<file path="config.mk">
export PLATFORM = sky130hd
export DESIGN_NAME = stl_tl_bridge
export DESIGN_NICKNAME = d
export VERILOG_FILES = /design/src/rtl/stl_pkg.sv /design/src/rtl/stl_watchdog.sv /design/src/rtl/stl_tl_bridge.sv
export SDC_FILE = /design/constraint.sdc
export NUM_CORES = 1
export LEC_CHECK = 0
export BUFFER_PORTS_ARGS = -buffer_cell sky130_fd_sc_hd__buf_2
export CAP_MARGIN = 5
export CORE_MARGIN = 2
export CORE_UTILIZATION = 30
export DETAILED_ROUTE_END_ITERATION = 10
export SYNTH_ARGS = -nofsm -noshare
export SYNTH_HDL_FRONTEND = slang
export SYNTH_SLANG_ARGS = --single-unit
</file>
<file path="constraint.sdc">
create_clock -name clk -period 3.5 [get_ports clk]
set_input_delay 0.35 -clock clk [delete_from_list [all_inputs] [get_ports clk]]
set_output_delay 0.35 -clock clk [all_outputs]
set_load 0.005 [all_outputs]
</file>
<file path="src/rtl/stl_pkg.sv">
// Shared definitions for the STL serial-TileLink bridge: TL-UL opcodes, status codes,
// packet bit layout and the bridge FSM encoding.
package stl_pkg;

    localparam logic [2:0] TL_A_PUT_FULL_DATA    = 3'd0;
    localparam logic [2:0] TL_A_PUT_PARTIAL_DATA = 3'd1;
    localparam logic [2:0] TL_A_GET              = 3'd4;

    localparam logic [2:0] TL_D_ACCESS_ACK       = 3'd0;
    localparam logic [2:0] TL_D_ACCESS_ACK_DATA  = 3'd1;

    localparam logic [2:0] STATUS_OK      = 3'd0;
    localparam logic [2:0] STATUS_TIMEOUT = 3'd1;
    localparam logic [2:0] STATUS_BADOP   = 3'd2;

    // Packet offsets are also hard-coded in stl_uart_client and the host scripts.
    localparam int PKT_OPCODE_LSB  = 0;
    localparam int PKT_SIZE_LSB    = 8;
    localparam int PKT_MASK_LSB    = 16;
    localparam int PKT_ADDR_LSB    = 32;
    localparam int PKT_DATA_LSB    = 64;
    localparam int RSP_OPCODE_LSB  = 0;
    localparam int RSP_DENIED_BIT  = 3;
    localparam int RSP_CORRUPT_BIT = 4;
    localparam int RSP_STATUS_LSB  = 5;

    typedef enum logic [1:0] {
        ST_IDLE   = 2'd0,
        ST_A_SEND = 2'd1,
        ST_D_WAIT = 2'd2,
        ST_RESP   = 2'd3
    } state_t;

    function automatic logic is_legal_opcode(input logic [2:0] opcode);
        return (opcode == TL_A_GET) || (opcode == TL_A_PUT_FULL_DATA) ||
               (opcode == TL_A_PUT_PARTIAL_DATA);
    endfunction

    function automatic logic [127:0] make_response(
        input logic [2:0]  opcode,
        input logic        denied,
        input logic        corrupt,
        input logic [2:0]  status,
        input logic [3:0]  size,
        input logic [31:0] address,
        input logic [63:0] data
    );
        logic [127:0] rsp;
        rsp = '0;
        rsp[RSP_OPCODE_LSB +: 3] = opcode;
        rsp[RSP_DENIED_BIT]      = denied;
        rsp[RSP_CORRUPT_BIT]     = corrupt;
        rsp[RSP_STATUS_LSB +: 3] = status;
        rsp[PKT_SIZE_LSB +: 4]   = size;
        rsp[PKT_ADDR_LSB +: 32]  = address;
        rsp[PKT_DATA_LSB +: 64]  = data;
        return rsp;
    endfunction

endpackage

</file>
<file path="src/rtl/stl_watchdog.sv">
// D-channel watchdog: counts enabled cycles since the last clear and flags expiry
// once TIMEOUT_CYCLES-1 is reached, holding there until cleared.
module stl_watchdog #(
    parameter int TIMEOUT_CYCLES = 1_000_000
) (
    input  logic clk,
    input  logic reset_n,
    input  logic clear,
    input  logic enable,
    output logic expired
);

    localparam int W = (TIMEOUT_CYCLES > 1) ? $clog2(TIMEOUT_CYCLES) : 1;
    localparam logic [W-1:0] LAST = W'(TIMEOUT_CYCLES - 1);

    logic [W-1:0] count;

    assign expired = (count == LAST);

    always_ff @(posedge clk or negedge reset_n) begin
        if (!reset_n) begin
            count <= '0;
        end else if (clear) begin
            count <= '0;
        end else if (enable && !expired) begin
            count <= count + W'(1);
        end
    end

endmodule

</file>
<file path="src/rtl/stl_tl_bridge.sv">
// Bridges one 128-bit STL request packet to a single-beat TL-UL transaction and
// returns a 128-bit response packet; a watchdog turns a lost D reply into TIMEOUT.
module stl_tl_bridge
    import stl_pkg::*;
#(
    parameter int TIMEOUT_CYCLES = 1_000_000,
    parameter int SOURCE_ID      = 0
) (
    input  logic         clk,
    input  logic         reset_n,
    input  logic         packet_valid,
    output logic         packet_ready,
    input  logic [127:0] packet_data,
    output logic         tl_response_valid,
    input  logic         tl_response_ready,
    output logic [127:0] tl_response_data,
    output logic         tl_a_valid,
    input  logic         tl_a_ready,
    output logic [2:0]   tl_a_opcode,
    output logic [2:0]   tl_a_param,
    output logic [3:0]   tl_a_size,
    output logic [3:0]   tl_a_source,
    output logic [31:0]  tl_a_address,
    output logic [7:0]   tl_a_mask,
    output logic [63:0]  tl_a_data,
    output logic         tl_a_corrupt,
    input  logic         tl_d_valid,
    output logic         tl_d_ready,
    input  logic [2:0]   tl_d_opcode,
    input  logic [3:0]   tl_d_size,
    input  logic         tl_d_denied,
    input  logic         tl_d_corrupt,
    input  logic [63:0]  tl_d_data,
    output logic [1:0]   debug_state
);

    state_t state;
    logic   wd_expired;
    logic   unused_inputs;

    assign unused_inputs = ^{packet_data[31:24], packet_data[15:12], packet_data[7:3], tl_d_size};

    // Handshake outputs decode state directly so no input ever reaches an output combinationally.
    assign packet_ready      = (state == ST_IDLE);
    assign tl_a_valid        = (state == ST_A_SEND);
    assign tl_d_ready        = (state == ST_IDLE) || (state == ST_D_WAIT);
    assign tl_response_valid = (state == ST_RESP);
    assign debug_state       = state;
    assign tl_a_param        = 3'd0;
    assign tl_a_corrupt      = 1'b0;
    assign tl_a_source       = 4'(SOURCE_ID);

    stl_watchdog #(
        .TIMEOUT_CYCLES(TIMEOUT_CYCLES)
    ) u_watchdog (
        .clk    (clk),
        .reset_n(reset_n),
        .clear  (state != ST_D_WAIT),
        .enable (state == ST_D_WAIT),
        .expired(wd_expired)
    );

    always_ff @(posedge clk or negedge reset_n) begin
        if (!reset_n) begin
            state            <= ST_IDLE;
            tl_a_opcode      <= '0;
            tl_a_size        <= '0;
            tl_a_mask        <= '0;
            tl_a_address     <= '0;
            tl_a_data        <= '0;
            tl_response_data <= '0;
        end else begin
            case (state)
                ST_IDLE: begin
                    if (packet_valid) begin
                        tl_a_opcode  <= packet_data[PKT_OPCODE_LSB +: 3];
                        tl_a_size    <= packet_data[PKT_SIZE_LSB +: 4];
                        tl_a_mask    <= packet_data[PKT_MASK_LSB +: 8];
                        tl_a_address <= packet_data[PKT_ADDR_LSB +: 32];
                        tl_a_data    <= packet_data[PKT_DATA_LSB +: 64];
                        if (is_legal_opcode(packet_data[PKT_OPCODE_LSB +: 3])) begin
                            state <= ST_A_SEND;
                        end else begin
                            tl_response_data <= make_response(3'd0, 1'b0, 1'b0, STATUS_BADOP,
                                packet_data[PKT_SIZE_LSB +: 4], packet_data[PKT_ADDR_LSB +: 32], 64'd0);
                            state <= ST_RESP;
                        end
                    end
                end
                ST_A_SEND: begin
                    if (tl_a_ready) begin
                        state <= ST_D_WAIT;
                    end
                end
                ST_D_WAIT: begin
                    // A D beat arriving on the expiry cycle still wins over the timeout.
                    if (tl_d_valid) begin
                        tl_response_data <= make_response(tl_d_opcode, tl_d_denied, tl_d_corrupt,
                            STATUS_OK, tl_a_size, tl_a_address, tl_d_data);
                        state <= ST_RESP;
                    end else if (wd_expired) begin
                        tl_response_data <= make_response(3'd0, 1'b0, 1'b0, STATUS_TIMEOUT,
                            tl_a_size, tl_a_address, 64'd0);
                        state <= ST_RESP;
                    end
                end
                ST_RESP: begin
                    if (tl_response_ready) begin
                        state <= ST_IDLE;
                    end
                end
                default: state <= ST_IDLE;
            endcase
        end
    end

endmodule

</file>
==> results.md, run 1 <==
- Run status: complete, no violations
- MaxCap Viol Count: 0
- Post-Synth Simple-Gate Area: 0.0759
- Largest area contributor in the netlist: dfrtp_1
- # setup viols final: 0
- Worst Tran Pin Value: 0.771 ns
- Layout area overhead: 33.0%
- Clk pin slew, worst setup/hold paths: 0.06 ns
- DRT Pass-1 Iters: 4
- Library cells used by synthesis: 37
- Max Freq: 378 MHz
- Largest family of logic cells by synthesized area: multiplexers
- VDD IR max: 0.456 mV
- Antenna Nets Post-Route: 0
- Fin crit share: 0.756
- Clock Path Buffers: 3
- Setup bufs post-CTS: 0
- Root buf cell: clkbuf_16
- Fill cells: 3304
- Cells after Synth: 753
- Slew headroom: 0.486
- Gpl congestion: 0.766
- Die Area: 36200 um^2
- DR DRC count: 0
- Share of layout cells above drive strength 1: 0.563
- Vias in the first global route: 7624
- Largest net degree at the start of global routing: 89
- Final HPWL DP: 19600 um
- Switching Power: 4.34 mW
- Max-slew violations: 0
- Mux contribution to synthesized area: 0.205
- Min Tclk post-route: 2.65 ns
- WHS: 0.0399 ns
- # port buffers: 409
- Worst-Skew Late Latency: 0.54 ns
- Worst clock skew: 0.0107 ns
- Synth warn: 0
- FP Rows: 68
- Seq/Total Area, Yosys: 0.578
- Worst Path Required: 3.98 ns
- Seq pwr share: 0.373
- Setup_tns: 0 ns
- Total CTS buffers: 27
- Crit Path Max Fanout: 54
- Leak Pwr: 7.16 nW
- CP Launch Type: flip-flop
- Die W: 190 um
- WL per Instance: 17.1 um
- Worst min path class: input pin to flip-flop
- Overall die height: 190 um
- Critical path class: flip-flop to flip-flop
- Yosys top cell area share: 0.578
- H-tree depth: 1
- Area of the multi-input gates: 4010 um^2
- Comb power frac: 0.396
- Power Density: 935 nW/um^2
- Hold_buf cts: 2
- Initial Utilization: 0.302
- Critical Path AT: 3.13 ns
- Setup repair after global routing missed its margin: false
- Total Routed Length: 27900 um
- Xor and xnor fraction of the mapped netlist area: 0.0101
- Via density: 4.63
- Core box area: 34400 um^2
- PostCTS Resize Cnt: 0
- Mapped Avg Cell Area: 13.8 um^2
- Detailed-route via count: 7555
- Int Pwr: 8.58 mW
- Clock power share: 0.232
- Layout net count: 1367
- Adder-Cell Fraction of Synth Area: 0.00602
- Switching share of power: 0.336
- GRT Overall Usage: 0.148
- Post-synthesis compound-gate area fraction: 0.0761
- TritonCTS clock tree: done
- Mapped Area: 10400 um^2
- Antenna violations before repair: 2
- Synthesized flop and latch total: 240
- Initial DRC Count: 351
- Num Clock Sinks: 240
- Global route total overflow: 0
- Sequential Area: 6010 um^2
- Endpoints failing hold: 0
- Setup crit end kind: flip-flop
- First-pass GRT wire length: 42800 um
- Synth area leaders: dfrtp_1 (58%), mux2_2 (16%), nand4_1 (4.6%), mux2_1 (3.9%), a21bo_2 (3.8%)
- Ports: 460
[final timing paths]
kind                                                   start                                 to  slack [ns]  cells past startpoint
min in group asynchronous                            reset_n        tl_a_address[5]$_DFFE_PN0P_        0.44                      2
min                                          packet_data[66]           tl_a_data[2]$_DFFE_PN0P_        0.04                      2
max reg2reg                       debug_state[0]$_DFFE_PN0P_   tl_response_data[78]$_DFFE_PN0P_        0.85                      9
max in group asynchronous                            reset_n          tl_a_data[44]$_DFFE_PN0P_        2.27                      3
min reg2reg                tl_response_data[106]$_DFFE_PN0P_  tl_response_data[106]$_DFFE_PN0P_        0.47                      1
max                               debug_state[0]$_DFFE_PN0P_   tl_response_data[78]$_DFFE_PN0P_        0.85                      9
[cells in the mapped netlist]
library cell,n
o21bai_1,1
nor4b_1,2
nand2_1,12
nor2b_1,2
a211oi_1,1
nor2_1,4
nor4_1,2
a21bo_2,39
a21boi_0,3
nor3_1,4
nand3_1,7
a21bo_1,30
a31oi_1,2
and4_1,2
o21ai_0,5
and3_1,2
a221oi_1,1
o21ai_4,1
and2_1,10
inv_1,8
nand4_1,76
nor3_2,1
nand2b_1,4
or3_1,3
buf_2,8
mux2_2,147
ha_1,5
xor2_1,7
buf_6,7
mux2i_1,7
dfrtp_1,240
clkbuf_1,38
buf_4,29
conb_1,1
xnor2_1,5
and4b_1,1
mux2_1,36
[cell families (layout without fill, tap and decap cells)]
logic type,after synthesis,after routing
flops,240,240
mux,190,190
simple gates,132,132
xor+xnor,12,12
other cells,1,30
compound gates,83,83
fa+ha+maj,5,5
buf+inv,90,484
[flip-flops by register name (all words and copies together), names as in the netlist]
register,flops
tl_a_address,32
tl_response_data,107
tl_a_mask,8
tl_a_data,64
u_watchdog.count,20
tl_a_size,4
debug_state,2
tl_a_opcode,3
[worst max-delay path, cell delays in order (launching register included)]
cell	delay [ns]
dfrtp_1	0.41
inv_1	0.16
ha_1	0.35
inv_1	0.09
a211oi_1	0.55
nor3_4	0.08
o21ai_4	0.11
buf_12	0.27
buf_4	0.33
a21bo_2	0.18
[layout by cell type, fill, tap and decap left out, drive strengths merged, types with 5 or more instances in the layout]
cell / count
nand2: 12
a21bo: 69
clkbuf: 39
nor3: 5
buf: 425
mux2i: 7
clkinv: 5
ha: 5
nand3: 7
mux2: 183
xnor2: 5
o21ai: 6
nand4: 76
conb: 29
inv: 10
and2: 10
xor2: 7
dfrtp: 240
[per-stage QoR]
step,setup slack (ns),instances,utilization,power (mW),instance area [um^2]
6_report,0.854,1631,0.402,12.9,13800
3_5_place_dp,0.775,1579,0.374,10.1,12800
3_3_place_gp,0.810,1579,0.374,9.94,12800
5_1_grt,0.635,1630,0.402,13.8,13800
4_1_cts,0.765,1630,0.402,13.1,13800
2_1_floorplan,1.52,781,-,7.74,10500
[area by class of cell]
cell class,count,share of cell area
repair buffers,427,0.163
flip-flops and latches,240,0.434
multi-input cells,451,0.290
clock inverters,10,0.00986
inverters,8,0.00217
clock buffers,39,0.0594
well taps,455,0.0412
diodes,1,0.000181
[layer usage]
| layer | vias up | part of all wire | track usage |
|---|---|---|---|
| met5 | - | 0.00047 | 0 |
| met4 | 2 | 0.045 | 0.0656 |
| met3 | 62 | 0.076 | 0.0408 |
| met2 | 291 | 0.47 | 0.241 |
| met1 | 3724 | 0.40 | 0.184 |
| li1 | 3476 | - | - |
[power groups by stage]
stage / Sequential [mW] / Combinational, mW / Clock, mW
2_1_floorplan: 4.93 / 2.81 / 0
3_3_place_gp: 4.79 / 5.15 / 0
3_5_place_dp: 4.85 / 5.21 / 0
4_1_cts: 4.82 / 5.22 / 3.10
5_1_grt: 4.99 / 5.58 / 3.20
6_report: 4.81 / 5.11 / 3.00
No activity file was read; power rests on OpenSTA's default activity.
==> run 2: changes to the inputs <==
--- a/config.mk
+++ b/config.mk
@@ -5,6 +5,7 @@
 export SDC_FILE = /design/constraint.sdc
 export NUM_CORES = 1
 export LEC_CHECK = 0
+export ABC_AREA = 1
 export BUFFER_PORTS_ARGS = -buffer_cell sky130_fd_sc_hd__buf_2
 export CAP_MARGIN = 5
 export CORE_MARGIN = 2
==> constraint.sdc (replaced) <==
create_clock -name clk -period 2.25 [get_ports clk]
set_input_delay 0.225 -clock clk [delete_from_list [all_inputs] [get_ports clk]]
set_output_delay 0.225 -clock clk [all_outputs]
set_load 0.005 [all_outputs]
==> results.md, run 2 <==
- DR DRC count: 0
- Clock Path Buffers: 3
- Mapped Avg Cell Area: 8.96 um^2
- Placed cells: 2058
- Tot Pwr: 20.5 mW
- Mapped Area: 11000 um^2
- Layout area overhead: 46.8%
- Global route total overflow: 0
- Die Area: 38100 um^2
- Switching Power: 7.72 mW
- Setup crit end kind: output port
- Library cells used by synthesis: 28
- Total Routed Length: 35300 um
- ANT cells: 0
- Most common cell after layout, fill and taps aside: buf_2
- Worst-Skew Late Latency: 0.54 ns
- Vias in the first global route: 10500
- Root buf cell: clkbuf_16
- Ports: 460
- Antenna Nets Post-Route: 0
- Int Pwr: 12.8 mW
- Switching share of power: 0.377
- Core box area: 36300 um^2
- Slowest cell on crit path: dfrtp_1
- Fin crit share: 0.906
- Num Clock Sinks: 240
- # setup viols final: 0
- Largest net degree at the start of global routing: 70
- Min-Delay Path Depth: 5
- Clk pin slew, worst setup/hold paths: 0.06 ns
- Top Registers: tl_response_data: 107 flops, tl_a_data: 64 flops, tl_a_address: 32 flops
- Worst Tran Pin Value: 0.597 ns
- MaxCap Viol Count: 0
- Number of synthesized flops with an enable pin: 0
- Worst slack, placed: 0.231 ns
- FF-to-FF path depth: 8
- Final std cells w/o fill: 2264
- H-tree depth: 1
- Comb power frac: 0.416
- Min Tclk post-route: 2.04 ns
- List of most frequent post-synthesis cells: nand2_1 (325), dfrtp_1 (240), inv_1 (125)
- Setup bufs post-CTS: 0
- Cells after Synth: 1224
- Layout net count: 1988
- Fill cells: 3435
- Synthesized flop and latch total: 240
- Setup_tns: 0 ns
- R2R Setup Slk: 0.25 ns
- Clock power share: 0.226
- Critical path class: flip-flop to output port
- Worst Path Required: 2.03 ns
- Final instance area: 16100 um^2
- GRT Overall Usage: 0.180
- Antenna violations before repair: 0
- Min-delay src: tl_d_data[17]
- Max reg flops: 107
- Worst min path class: input pin to flip-flop
- Worst Setup SP: debug_state[0]$_DFFE_PN0P_
- DP Area: 13600 um^2
- Gpl congestion: 0.824
- Max Freq: 491 MHz
- DRT Pass-1 Iters: 5
- R2R Path Start: debug_state[0]$_DFFE_PN0P_
- Synth warn: 0
- Most frequent cells in the layout: buf_2 (408), nand2_1 (323), dfrtp_1 (240)
- Ys flop type: dfrtp_1
- Yosys top cell area share: 0.547
- Seq pwr share: 0.358
- # port buffers: 409
- Setup repair after global routing missed its margin: false
- Leak Pwr: 8.69 nW
- Overall die height: 195 um
- WL per Instance: 15.6 um
- WHS: 0.0342 ns
- CP cell instances: inv_1, ha_1, nor2_2, inv_1, buf_2
- Seq/Total Area, Yosys: 0.547
- Dominant cell by count in the synthesized netlist: nand2_1
- Critical Path AT: 1.81 ns
- Endpoints failing hold: 0
- TritonCTS clock tree: done
- Most flop-heavy register: tl_response_data
- Final core occ: 0.443
- Hold EP: tl_response_data[81]$_DFFE_PN0P_
- Run status: complete, no violations
- FP Rows: 70
- Die W: 195 um
- Cell mode on critical path: inv_1
- VDD IR max: 0.829 mV
- Via density: 4.55
- Worst clock skew: 0.0103 ns
- Crit Path Max Fanout: 6
- Slew headroom: 0.602
- Final WS setup: 0.212 ns
- Power Density: 1270 nW/um^2
- RR Endpoint: tl_response_data[50]$_DFFE_PN0P_
- Synth area leaders: dfrtp_1 (55%), nand2_1 (11%), mux2_2 (7.6%), nand4_1 (6.4%), inv_1 (4.3%)
- Synth async-reset ratio: 1.00
- Detailed-route via count: 10300
- Largest stage delay on the critical path: 0.41 ns
- CP Launch Type: flip-flop
- Initial Utilization: 0.302
- Initial DRC Count: 463
- Max-slew violations: 0
- First-pass GRT wire length: 55900 um
- Total CTS buffers: 28
- Final HPWL DP: 23500 um
- Largest area contributor in the netlist: dfrtp_1
- Share of layout cells above drive strength 1: 0.321
run 2: cell types whose count changed in the layout (fill, tap and decap cells not counted), sizes merged, moves of 10 or more:
| cell | delta |
|---|---|
| dlygate4sd3 | +154 |
| inv | +118 |
| a21oi | +11 |
| mux2 | -109 |
| and2 | -10 |
| a21bo | -69 |
| nand2 | +314 |
| nand4 | +36 |
| o21ai | +75 |
| nor2 | +99 |
| buf | +21 |
run 2: worst max path at each step:
stage                                              endpoint  slack, ns  depth (start not counted)
after floorplan           tl_response_data[117]$_DFFE_PN0P_       0.41                          8
after global placement     tl_response_data[57]$_DFFE_PN0P_       0.26                          8
after detailed placement  tl_response_data[118]$_DFFE_PN0P_       0.23                          8
after CTS                                        tl_d_ready       0.09                          5
after global routing       tl_response_data[49]$_DFFE_PN0P_       0.07                          9
final                                            tl_d_ready       0.21                          5
run 2: layout make-up:
cell class | instances | area [um^2] | share of cell area
clock inverters | 6 | 83.8 | 0.00521
multi-input cells | 775 | 4040 | 0.251
inverters | 129 | 484 | 0.0301
repair buffers | 602 | 4030 | 0.251
clock buffers | 44 | 872 | 0.0542
well taps | 468 | 586 | 0.0364
flip-flops and latches | 240 | 6010 | 0.373
run 2: worst max-delay path: cells and delay by family (launching register included):
family / cells / cell delay, ns
adders and majority gates: 1 / 0.33
and+or+nand+nor: 1 / 0.22
buffers and inverters: 3 / 0.31
DFF: 1 / 0.41
run 2: logic make-up after synthesis:
| kind of cell | count (synthesis) | synth area share |
|---|---|---|
| AOI/OAI and AO/OA | 98 | 0.0460 |
| other | 1 | 0.000342 |
| muxes | 74 | 0.0759 |
| and+or+nand+nor | 565 | 0.223 |
| adders and majority gates | 5 | 0.00570 |
| DFF | 240 | 0.547 |
| xor gates and xnor gates | 4 | 0.00319 |
| buffers and inverters | 237 | 0.0985 |
run 2: power groups by stage:
| stage | logic, mW | registers [mW] | clock network (mW) |
|---|---|---|---|
| 6_report | 8.52 | 7.33 | 4.64 |
| 5_1_grt | 9.41 | 7.56 | 4.97 |
| 4_1_cts | 8.56 | 7.30 | 4.79 |
| 3_5_place_dp | 8.33 | 7.33 | 0 |
| 3_3_place_gp | 8.24 | 7.26 | 0 |
| 2_1_floorplan | 4.26 | 7.44 | 0 |
run 2: layer usage:
metal	track usage	wire length, um	vias to the layer above
li1	-	-	4994
met1	0.228	15100	4871
met2	0.311	17000	402
met3	0.0446	2560	44
met4	0.0410	704	0
met5	0	0	-
run 2: what timing repair did:
action	CTS	global route
hold buffers	156	0
endpoints found under the setup margin	0	1
resized for setup	0	1
hold endpoints to repair	216	0
==> run 3: changes to the inputs <==
--- a/config.mk
+++ b/config.mk
@@ -11,6 +11,7 @@
 export CORE_MARGIN = 2
 export CORE_UTILIZATION = 30
 export DETAILED_ROUTE_END_ITERATION = 10
+export REMOVE_ABC_BUFFERS = 1
 export SYNTH_ARGS = -nofsm -noshare
 export SYNTH_HDL_FRONTEND = slang
 export SYNTH_SLANG_ARGS = --single-unit
==> results.md, run 3 (synthesis results as in run 2) <==
- Most flop-heavy register: tl_response_data
- Leak Pwr: 8.55 nW
- Slowest cell on crit path: dfrtp_1
- H-tree depth: 1
- Largest stage delay on the critical path: 0.39 ns
- Int Pwr: 12.9 mW
- Crit Path Max Fanout: 70
- Layout area overhead: 44.0%
- Tot Pwr: 20.7 mW
- Max reg flops: 107
- MaxCap Viol Count: 0
- Placed cells: 2056
- ANT cells: 0
- Max-slew violations: 0
- # port buffers: 409
- Total CTS buffers: 28
- WL per Instance: 15.8 um
- Clock Path Buffers: 3
- Slew headroom: 0.609
- Overall die height: 195 um
- Num Clock Sinks: 240
- Antenna Nets Post-Route: 0
- Ports: 460
- Critical Path AT: 2.47 ns
- WHS: 0.0220 ns
- Sequential Area: 6010 um^2
- DRT Pass-1 Iters: 5
- Clock power share: 0.230
- Top Registers: tl_response_data: 107 flops, tl_a_data: 64 flops, tl_a_address: 32 flops
- Fill cells: 3485
- Power Density: 1310 nW/um^2
- Setup_tns: 0 ns
- CP cell instances: ha_1, nand3_1, nor2_1, nand3_2, nand2_4, buf_12, nand4_1, nand2_1
- Share of layout cells above drive strength 1: 0.327
- Antenna violations before repair: 0
- CP Launch Type: flip-flop
- Most common cell after layout, fill and taps aside: buf_2
- VDD IR max: 0.723 mV
- Seq pwr share: 0.354
- FP Rows: 70
- Root buf cell: clkbuf_16
- Layout net count: 1954
- GRT Overall Usage: 0.182
- First-pass GRT wire length: 56300 um
- Worst-Skew Late Latency: 0.54 ns
- Top layer reached by signal wires: met4
- Setup crit end kind: flip-flop
- Core box area: 36300 um^2
- Worst Tran Pin Value: 0.586 ns
- Fin crit share: 0.886
- WL met2: 17600 um
- Initial DRC Count: 375
- Final HPWL DP: 23700 um
- Die Area: 38100 um^2
- Setup repair after global routing missed its margin: false
- Worst min path class: input pin to flip-flop
- Max Freq: 501 MHz
- Detailed-route via count: 10200
- Wl on met1: 14200 um
- # setup viols final: 0
- Comb power frac: 0.416
- DR DRC count: 0
- Worst clock skew: 0.0110 ns
- Final std cells w/o fill: 2228
- Area of the multi-input gates: 4050 um^2
- Gpl congestion: 0.834
- Vias in the first global route: 10500
- Most frequent cells in the layout: buf_2 (408), nand2_1 (323), dfrtp_1 (240)
- Switching Power: 7.82 mW
- Via density: 4.59
- Min Tclk post-route: 1.99 ns
- Clk pin slew, worst setup/hold paths: 0.06 ns
- Initial Utilization: 0.302
- Final core occ: 0.435
- Largest net degree at the start of global routing: 84
- Endpoints failing hold: 0
- Global route total overflow: 0
- Met3 wire length: 2640 um
- TritonCTS clock tree: done
- CP delay by family, top: simple AND/OR/NAND/NOR gates
- PostCTS Resize Cnt: 0
- Switching share of power: 0.377
- Die W: 195 um
- Critical path class: flip-flop to flip-flop
- Worst Path Required: 2.72 ns
- Run status: complete, no violations
- Worst Path Buf+Inv: 1
- Total Routed Length: 35300 um
run 3: cell count changes in the layout (fill, tap and decap cells not counted), sizes merged:
cell,before,now
bufinv,2,4
clkbuf,44,36
clkinv,5,7
clkinvlp,0,2
dlygate4sd3,156,122
run 3: stage by stage:
step / cell area [um^2] / worst slack, ns
after floorplan: 10500 / -4.17
after global placement: 13600 / 0.158
after detailed placement: 13600 / 0.107
after CTS: 15800 / 0.0927
after global routing: 15800 / 0.0644
final: 15800 / 0.256
run 3: worst min-delay path, delay by kind of cell:
family	cells	cell delay [ns]
buf+inv	2	0.13
simple gates	3	0.17
run 3: path summary, 6_finish.rpt:
path | startpoint | to | slack (ns) | depth (start not counted)
max reg2reg | u_watchdog.count[0]$_DFFE_PN0P_ | tl_response_data[44]$_DFFE_PN0P_ | 0.26 | 8
max in group asynchronous | reset_n | tl_a_data[24]$_DFFE_PN0P_ | 1.32 | 3
min in group asynchronous | reset_n | tl_response_data[69]$_DFFE_PN0P_ | 0.23 | 2
max | u_watchdog.count[0]$_DFFE_PN0P_ | tl_response_data[44]$_DFFE_PN0P_ | 0.26 | 8
min | tl_d_corrupt | tl_response_data[4]$_DFFE_PN0P_ | 0.02 | 5
min reg2reg | tl_response_data[71]$_DFFE_PN0P_ | tl_response_data[71]$_DFFE_PN0P_ | 0.46 | 2
run 3: layout make-up:
type / instances / area share
multi-input cells: 775 / 0.256
clock inverters: 12 / 0.0109
repair buffers: 568 / 0.235
inverters: 129 / 0.0306
clock buffers: 36 / 0.0501
flip-flops and latches: 240 / 0.380
well taps: 468 / 0.0371
run 3: metal layers:
metal  up-vias  GRT usage
met5         -          0
met4         0     0.0495
met3        50     0.0413
met2       410      0.324
met1      4840      0.221
li1       4929          -
run 3: what timing repair did:
| item | 4_1_cts | 5_1_grt |
|---|---|---|
| endpoints found under the hold margin | 175 | 0 |
| hold buffers | 122 | 0 |
| buffers inserted | 0 | 2 |
| setup endpoints to repair | 0 | 97 |
run 3: power groups by stage:
stage	Sequential (mW)	Clock, mW	Combinational, mW
CTS	7.31	4.87	8.60
finish	7.34	4.76	8.62
detailed placement	7.36	0	8.41
global route	7.59	5.03	9.58
floorplan	7.37	0	3.78
global placement	7.27	0	8.29
